### src/rtl/rv_pkg.sv
// Shared RISC-V core constants and writeback request types.
package rv_pkg;

    localparam int REG_ADDR_W = 5;
    localparam int XLEN       = 32;

    localparam logic [REG_ADDR_W-1:0] REG_ZERO = 5'd0;

    typedef struct packed {
        logic [REG_ADDR_W-1:0] addr;
        logic [XLEN-1:0]       data;
    } wb_req_t;

    // Successor of index k in a ring of n slots.
    function automatic int rr_next(input int k, input int n);
        return (k + 1 >= n) ? 0 : k + 1;
    endfunction

endpackage

### src/rtl/rr_arbiter.sv
// Combinational round-robin arbiter: the first requesting index at or after ptr wins.
module rr_arbiter
    import rv_pkg::*;
#(
    parameter int N     = 3,
    parameter int PTR_W = (N > 1) ? $clog2(N) : 1
) (
    input  logic [N-1:0]     req,
    input  logic             hold,
    input  logic [PTR_W-1:0] ptr,
    output logic [N-1:0]     grant,
    output logic [PTR_W-1:0] idx,
    output logic             any
);

    int cand;

    always_comb begin
        grant = '0;
        idx   = '0;
        any   = 1'b0;
        cand  = 0;
        if (!hold) begin
            for (int off = 0; off < N; off++) begin
                cand = (int'(ptr) + off) % N;
                if (!any && req[cand]) begin
                    any         = 1'b1;
                    grant[cand] = 1'b1;
                    idx         = PTR_W'(cand);
                end
            end
        end
    end

endmodule

### src/rtl/regfile_wb_arbiter.sv
// Shares the register file write port between N_REQ writeback requesters.
// Define REGFILE_WB_FWD_EN to add two write-to-read forwarding compare ports.
module regfile_wb_arbiter
    import rv_pkg::*;
#(
    parameter int N_REQ  = 3,
    parameter int DATA_W = XLEN,
    parameter int ADDR_W = REG_ADDR_W
) (
    input  logic                    clk,
    input  logic                    srst,
    input  logic                    wb_hold,
    input  logic [N_REQ-1:0]        req_valid,
    output logic [N_REQ-1:0]        req_ready,
    input  logic [N_REQ*ADDR_W-1:0] req_addr,
    input  logic [N_REQ*DATA_W-1:0] req_data,
    output logic                    rf_write,
    output logic [ADDR_W-1:0]       rf_waddr,
    output logic [DATA_W-1:0]       rf_wdata,
`ifdef REGFILE_WB_FWD_EN
    input  logic [ADDR_W-1:0]       fwd_raddr1,
    input  logic [ADDR_W-1:0]       fwd_raddr2,
    output logic                    fwd_hit1,
    output logic                    fwd_hit2,
    output logic [DATA_W-1:0]       fwd_data1,
    output logic [DATA_W-1:0]       fwd_data2,
`endif
    output logic                    waw_conflict
);

    localparam int PTR_W = (N_REQ > 1) ? $clog2(N_REQ) : 1;
    localparam logic [ADDR_W-1:0] ZERO_IDX = ADDR_W'(REG_ZERO);

    logic [PTR_W-1:0]  rr_ptr_q, rr_ptr_d;
    logic              rf_write_q, rf_write_d;
    logic [ADDR_W-1:0] rf_waddr_q, rf_waddr_d;
    logic [DATA_W-1:0] rf_wdata_q, rf_wdata_d;
    logic              waw_q, waw_d;

    logic [N_REQ-1:0]  grant;
    logic [PTR_W-1:0]  grant_idx;
    logic              transfer;
    logic [ADDR_W-1:0] sel_addr;
    logic [DATA_W-1:0] sel_data;

    // Reset doubles as a hold so nothing can transfer while the datapath is clearing.
    rr_arbiter #(
        .N     (N_REQ),
        .PTR_W (PTR_W)
    ) u_arb (
        .req   (req_valid),
        .hold  (wb_hold | srst),
        .ptr   (rr_ptr_q),
        .grant (grant),
        .idx   (grant_idx),
        .any   (transfer)
    );

    assign req_ready = grant;

    always_comb begin
        sel_addr = '0;
        sel_data = '0;
        for (int i = 0; i < N_REQ; i++) begin
            if (grant[i]) begin
                sel_addr = req_addr[i*ADDR_W +: ADDR_W];
                sel_data = req_data[i*DATA_W +: DATA_W];
            end
        end
    end

    always_comb begin
        waw_d = 1'b0;
        for (int i = 0; i < N_REQ; i++) begin
            for (int j = i + 1; j < N_REQ; j++) begin
                if (req_valid[i] && req_valid[j] &&
                    req_addr[i*ADDR_W +: ADDR_W] == req_addr[j*ADDR_W +: ADDR_W] &&
                    req_addr[i*ADDR_W +: ADDR_W] != ZERO_IDX) begin
                    waw_d = 1'b1;
                end
            end
        end
    end

    // x0 writes still consume a grant and advance the pointer but never reach the file.
    always_comb begin
        rr_ptr_d   = rr_ptr_q;
        rf_write_d = 1'b0;
        rf_waddr_d = rf_waddr_q;
        rf_wdata_d = rf_wdata_q;
        if (transfer) begin
            rr_ptr_d   = PTR_W'(rr_next(int'(grant_idx), N_REQ));
            rf_write_d = (sel_addr != ZERO_IDX);
            rf_waddr_d = sel_addr;
            rf_wdata_d = sel_data;
        end
    end

    always_ff @(posedge clk) begin
        if (srst) begin
            rr_ptr_q   <= '0;
            rf_write_q <= 1'b0;
            rf_waddr_q <= '0;
            rf_wdata_q <= '0;
            waw_q      <= 1'b0;
        end else begin
            rr_ptr_q   <= rr_ptr_d;
            rf_write_q <= rf_write_d;
            rf_waddr_q <= rf_waddr_d;
            rf_wdata_q <= rf_wdata_d;
            waw_q      <= waw_d;
        end
    end

    assign rf_write     = rf_write_q;
    assign rf_waddr     = rf_waddr_q;
    assign rf_wdata     = rf_wdata_q;
    assign waw_conflict = waw_q;

`ifdef REGFILE_WB_FWD_EN
    // Bypass the file's write-to-read gap for the write currently being presented.
    assign fwd_hit1  = rf_write_q && (fwd_raddr1 == rf_waddr_q) && (fwd_raddr1 != ZERO_IDX);
    assign fwd_hit2  = rf_write_q && (fwd_raddr2 == rf_waddr_q) && (fwd_raddr2 != ZERO_IDX);
    assign fwd_data1 = fwd_hit1 ? rf_wdata_q : '0;
    assign fwd_data2 = fwd_hit2 ? rf_wdata_q : '0;
`endif

endmodule

### config.mk
export PLATFORM = sky130hd
export DESIGN_NAME = regfile_wb_arbiter
export DESIGN_NICKNAME = d
export VERILOG_FILES = /design/src/rtl/rv_pkg.sv /design/src/rtl/rr_arbiter.sv /design/src/rtl/regfile_wb_arbiter.sv
export SDC_FILE = /design/constraint.sdc
export NUM_CORES = 1
export LEC_CHECK = 0
export BUFFER_PORTS_ARGS = -buffer_cell sky130_fd_sc_hd__buf_2
export CAP_MARGIN = 20
export CORE_UTILIZATION = 40
export CTS_CLUSTER_SIZE = 16
export DETAILED_ROUTE_END_ITERATION = 6
export PLACE_DENSITY = 0.71
export SYNTH_ARGS = -nofsm -noshare
export SYNTH_HDL_FRONTEND = slang
export SYNTH_HIERARCHICAL = 1
export SYNTH_SLANG_ARGS = --single-unit
### constraint.sdc
create_clock -name clk -period 5.13 [get_ports clk]
set_input_delay 0.2565 -clock clk [delete_from_list [all_inputs] [get_ports clk]]
set_output_delay 0.2565 -clock clk [all_outputs]
set_load 0.05 [all_outputs]
* Yosys cells after proc, flatten, opt, wreduce, memory -nomap -nowiden
Cells that the tools add are included.
** Cells by class
- $lt $le $gt $ge :: 7
- Mux-type cells :: 41
- Equality and inequality tests :: 3
- Add/subtract/negate cells :: 3
- Bitwise logic cells :: 4
- Reduce and logical (&&, ||, !) cells :: 20
- Divide/modulo/power cells :: 3
** Operators by type and width (number)
- $ge 32x1->1 const B :: 3
- $lt 32x4->1 const B :: 3
- $mux 32 :: 3
- $mod 32x3->32 const B :: 2
- $mod 3x3->32 const B :: 1
- $mux 1 :: 18
- $mux 3 :: 6
- $eq 5x5->1 :: 3
- $mux 5 :: 3
- $reduce_bool 5->1 :: 3
- $logic_and 1x1->1 :: 14
- $mux 2 :: 5
- $add 2x1->3 const B :: 2
- $bmux 1 s2 :: 3
- $demux 1 s2 :: 3
- $or 3x3->3 :: 2
- $add 2x2->3 const B :: 1
- $ge 3x2->1 const B :: 1
- $logic_not 1->1 :: 2
- $reduce_or 2->1 :: 1
- $not 1->1 :: 1
- $or 1x1->1 :: 1
** Word-level totals
- Register bits :: 41
- Output and inout bits :: 42
- Bits of input ports :: 117

* Depth between registers and ports, before layout
- Word-level depth :: 18
- Depth in mapped cells :: 14

* By module
The synthesis kept the hierarchy.
** Modules (own cells, without submodules)
- regfile_wb_arbiter :: times used 1, sequential area each 820.8 um2, area each 2751.4 um2, cells an instance 303
- rr_arbiter :: times used 1, sequential area each 0.0 um2, area each 426.7 um2, cells an instance 57

* Worst setup path before layout
OpenSTA, ideal clock, no wires.
- Kind :: register -> register
- Start :: reg rr_ptr_q[0]
- End :: reg rf_wdata_q[21] (netlist: rf_wdata[21])
- Required time :: 5.060 ns
- Library setup time :: 0.070 ns
- Clock period less this slack :: 3.269 ns
- Arrival time :: 3.199 ns
- Path buffers :: 2
- Cell stages (with the launch flop) :: 13
- Path slack :: 1.861 ns
- Cells stage by stage :: dfxtp_1 > inv_1 > ha_1 > nand2b_1 > nor4_1 > o21ai_0 > a31oi_1 > nor2b_4 > buf_6 > buf_6 > a221o_1 > nand3_1 > a21oi_1
** On the way
- Cells in the longest elaborated chain, start to end :: 17
** Ends and longest elaborated chain
- start, declared :: line regfile_wb_arbiter.sv:34 : logic [PTR_W-1:0] rr_ptr_q, rr_ptr_d;
- start signal, assigned :: line regfile_wb_arbiter.sv:107 : rr_ptr_q <= rr_ptr_d;
- branches (longest 12 deep; another with $mod 32x3->32)
- $mux 3 (*) :: line rr_arbiter.sv:26 : if (!any && req[cand]) begin
- $mux 3 (*) :: line rr_arbiter.sv:23 : if (!hold) begin
- via req_ready[0] :: line regfile_wb_arbiter.sv:14 : output logic [N_REQ-1:0] req_ready,
- $mux 32 (*) (3 in a row) :: line regfile_wb_arbiter.sv:65 : if (grant[i]) begin
- end signal, assigned :: line regfile_wb_arbiter.sv:110 : rf_wdata_q <= rf_wdata_d;
- end, declared :: line regfile_wb_arbiter.sv:37 : logic [DATA_W-1:0] rf_wdata_q, rf_wdata_d;
Mark *: on every way through the listed nets, which the timed path passes. The select of a mux whose other input is x is not followed.
A chain may end at the register's enable or synchronous reset.

* Worst setup path in the final report
- Start :: reg rr_ptr_q[0]
- End :: reg rf_wdata_q[2] (netlist: rf_wdata[2])
** On the way
- Cells in the longest elaborated chain, start to end :: 17
** Ends and longest elaborated chain
- branches (longest 17 deep; another with $mod 32x3->32)
Several ways; the timed one is not identified. The select of a mux whose other input is x is not followed.

==> flow_metrics.py <==
metrics = {
    "timing": {
        "worst_pin_slew_ns": 0.964,
        "slew_headroom": 0.356,
        "hold_viol": 0,
        "setup_viol": 0,
        "rsz0062_at_grt": "false",
        "drv_slew": 0,
        "setup_tns_ns": 0,
        "hold_ws_ns": 0.323,
        "clock_skew_ns": 0.00413,
        "post-route-period-util": 0.695,
        "max_freq_mhz": 280,
        "fin_crit_ns": 3.57,
    },
    "routing": {
        "vias": 3127,
        "via_per_inst": 5.24,
        "postRouteWirelength_mm": 8.29,
        "drt_iter0_markers": 144,
        "drc": 0,
        "wire_per_inst_um": 13.9,
        "drt_first_pass_iters": 6,
        "drtAntennaViolNets": 0,
    },
    "cts": {
        "cts_tree": "yes",
        "clock-sinks": 41,
        "clockBufferDepth": 2,
        "clk_pin_slew_ns": 0.08,
        "hold_buffers": 0,
        "cts_root_buffer": "clkbuf_8",
        "ctsResizeCount": 0,
        "cts_max_level": 2,
        "numCtsBuffers": 5,
        "worstSkewPairLatency_ns": 0.30,
        "post-cts-setup-buffer-count": 0,
    },
    "worst_hold_path": {
        "hold_class": "input port to flop",
    },
    "final_layout": {
        "regArea_um2": 821,
        "final_util": 0.511,
        "drive_gt1_frac": 0.473,
        "antenna_cells": 0,
        "fillerInstances": 752,
        "multi_input_area_um2": 2050,
        "syn2layout_area_growth_pct": 23.6,
        "layout.nets": 615,
    },
    "power_and_ir_drop": {
        "combPwrFrac": 0.272,
        "swShare": 0.315,
        "ir_drop_mv": 0.0991,
        "p_int_uw": 525,
        "powerDensity_nw_per_um2": 195,
        "p_sw_uw": 241,
        "clockPowerShare": 0.297,
        "pwr-share-seq": 0.430,
        "p_leak_nw": 1.64,
    },
    "worst_setup_path": {
        "crit_arrival_ns": 3.80,
        "max_stage_delay_ns": 0.79,
        "crit_path_end_kind": "flop",
        "crit_chain": "inv_1 > ha_1 > nand2b_1 > nor4_1 > o21ai_0 > a31oi_1 > nor2b_4 > a221o_1 > nand3_1 > a21oi_1",
        "critPathMaxFanout": 32,
        "worst_setup_path_start_kind": "flop",
        "crit_type": "flop to flop",
        "crit_path_top_delay_cell": "nor2b_4",
        "crit_required_ns": 5.36,
    },
    "grt": {
        "grt_max_degree": 50,
        "grt_pass1_vias": 2951,
        "grt_pass1_wl_mm": 13.4,
        "grt_overflow": 0,
        "grt.total_usage": 0.195,
        "antenna_found_initial": 0,
    },
    "synth": {
        "synth_area_leader_cell": "dfxtp_1",
        "synth.area.top_cells": "dfxtp_1, or2b_2, a221o_1",
        "synth_ff_type": "dfxtp_1",
        "synth_top_cell_area_share": 0.258,
        "netlist_instances": 360,
        "syn_area_um2": 3180,
        "synth-edff-count": 0,
        "synthArstFlopShare": 0,
        "ys_top_cells_by_count": "or2b_2, a21oi_1, dfxtp_1",
        "synth_nets": 481,
        "ys_seq_elements": 41,
        "synth_cell_types": 44,
        "yosysWarnings": 6,
        "yosysMostFrequentCell": "or2b_2",
        "yosysSeqAreaShare": 0.258,
        "avgSynthCellArea_um2": 8.83,
    },
    "place": {
        "gp_congestion": 0.851,
        "dpl.hpwl_mm": 5.89,
        "portBuffers": 158,
    },
    "run": {
        "cap_violations": 0,
    },
    "die": {
        "die-area_um2": 8310,
        "die_h_um": 91.1,
        "dieWidth_um": 91.1,
        "initial_core_util": 0.413,
        "core_area_um2": 7690,
        "boundaryPins": 159,
        "num_rows": 32,
    },
    "outcome": {
        "outcome": "finished clean",
    },
}
[path summary, 6_finish.rpt]
kind	slack, ns	end	cells past startpoint	startpoint
worst max register to register	1.56	rf_wdata[2]	10	rr_ptr_q[0]
worst min register to register	0.47	rf_wdata[14]	2	rf_wdata[14]
worst min-delay path	0.32	rf_wdata[7]	4	req_data[71]
worst max-delay path	1.56	rf_wdata[2]	10	rr_ptr_q[0]
[cell usage in the layout (no fill, tap or decap), types with 3 or more instances in the layout]
cell type,count
nand3_1,34
a21oi_1,47
o21ai_0,5
nand2b_1,16
a21oi_4,3
nor4_1,4
buf_2,158
xor2_1,12
o21ai_1,4
inv_1,3
nor3_1,4
nor2_1,12
a221o_1,30
clkbuf_8,6
buf_4,4
ha_1,4
nor2b_1,8
dfxtp_1,41
nand3b_1,7
nand2_1,4
mux2i_1,6
or2b_2,51
or2b_1,3
[power by group through the flow]
stage / registers [mW] / clock network (mW) / logic, mW
6_report: 0.330 / 0.228 / 0.209
5_1_grt: 0.331 / 0.250 / 0.227
4_1_cts: 0.330 / 0.240 / 0.209
3_5_place_dp: 0.337 / 0 / 0.208
3_3_place_gp: 0.337 / 0 / 0.206
2_1_floorplan: 0.362 / 0 / 0.118
[area by class of cell]
type                            count  share of cell area
Clock buffer                        6              0.0210
Tap cell                          102              0.0325
Clock inverter                      2             0.00350
Timing Repair Buffer              162               0.209
Multi-Input combinational cell    281               0.522
Inverter                            3             0.00287
Sequential cell                    41               0.209
[metal layers]
metal	vias up	global-route usage	wire length [um]
met5	-	0	0
met1	1445	0.234	3670
met4	0	0.0635	170
met3	11	0.0385	525
met2	109	0.345	3930
li1	1562	-	-
[sequential cells by signal, summed over array words and instances (netlist names)]
| name | count |
|---|---|
| rf_waddr | 5 |
| rf_write | 1 |
| rf_wdata | 32 |
| rr_ptr_q | 2 |
| waw_conflict | 1 |
[kinds of logic after synthesis]
kind of cell    count (synthesis)  synth area share
flops                          41             0.258
mux                             7            0.0236
compound gates                 99             0.217
xor+xnor                       14            0.0386
simple gates                  155             0.334
fa+ha+maj                       6            0.0220
buf+inv                        38             0.107
[critical path, delay by kind of cell, from the launching register on]
kind,cells,cell delay (ns)
and+or+nand+nor,4,1.45
buffers and inverters,1,0.08
AOI/OAI and AO/OA,4,1.09
DFF,1,0.39
adders and majority gates,1,0.47
[metrics by stage]
step	setup WS [ns]	instances	instance area, um2	power (mW)
after floorplan	1.86	360	3180	0.480
after global placement	1.77	589	3830	0.543
after detailed placement	1.67	589	3830	0.545
after CTS	1.62	597	3930	0.779
after global routing	1.31	597	3930	0.808
final	1.56	597	3930	0.766
(Power assumes the default switching activity.)
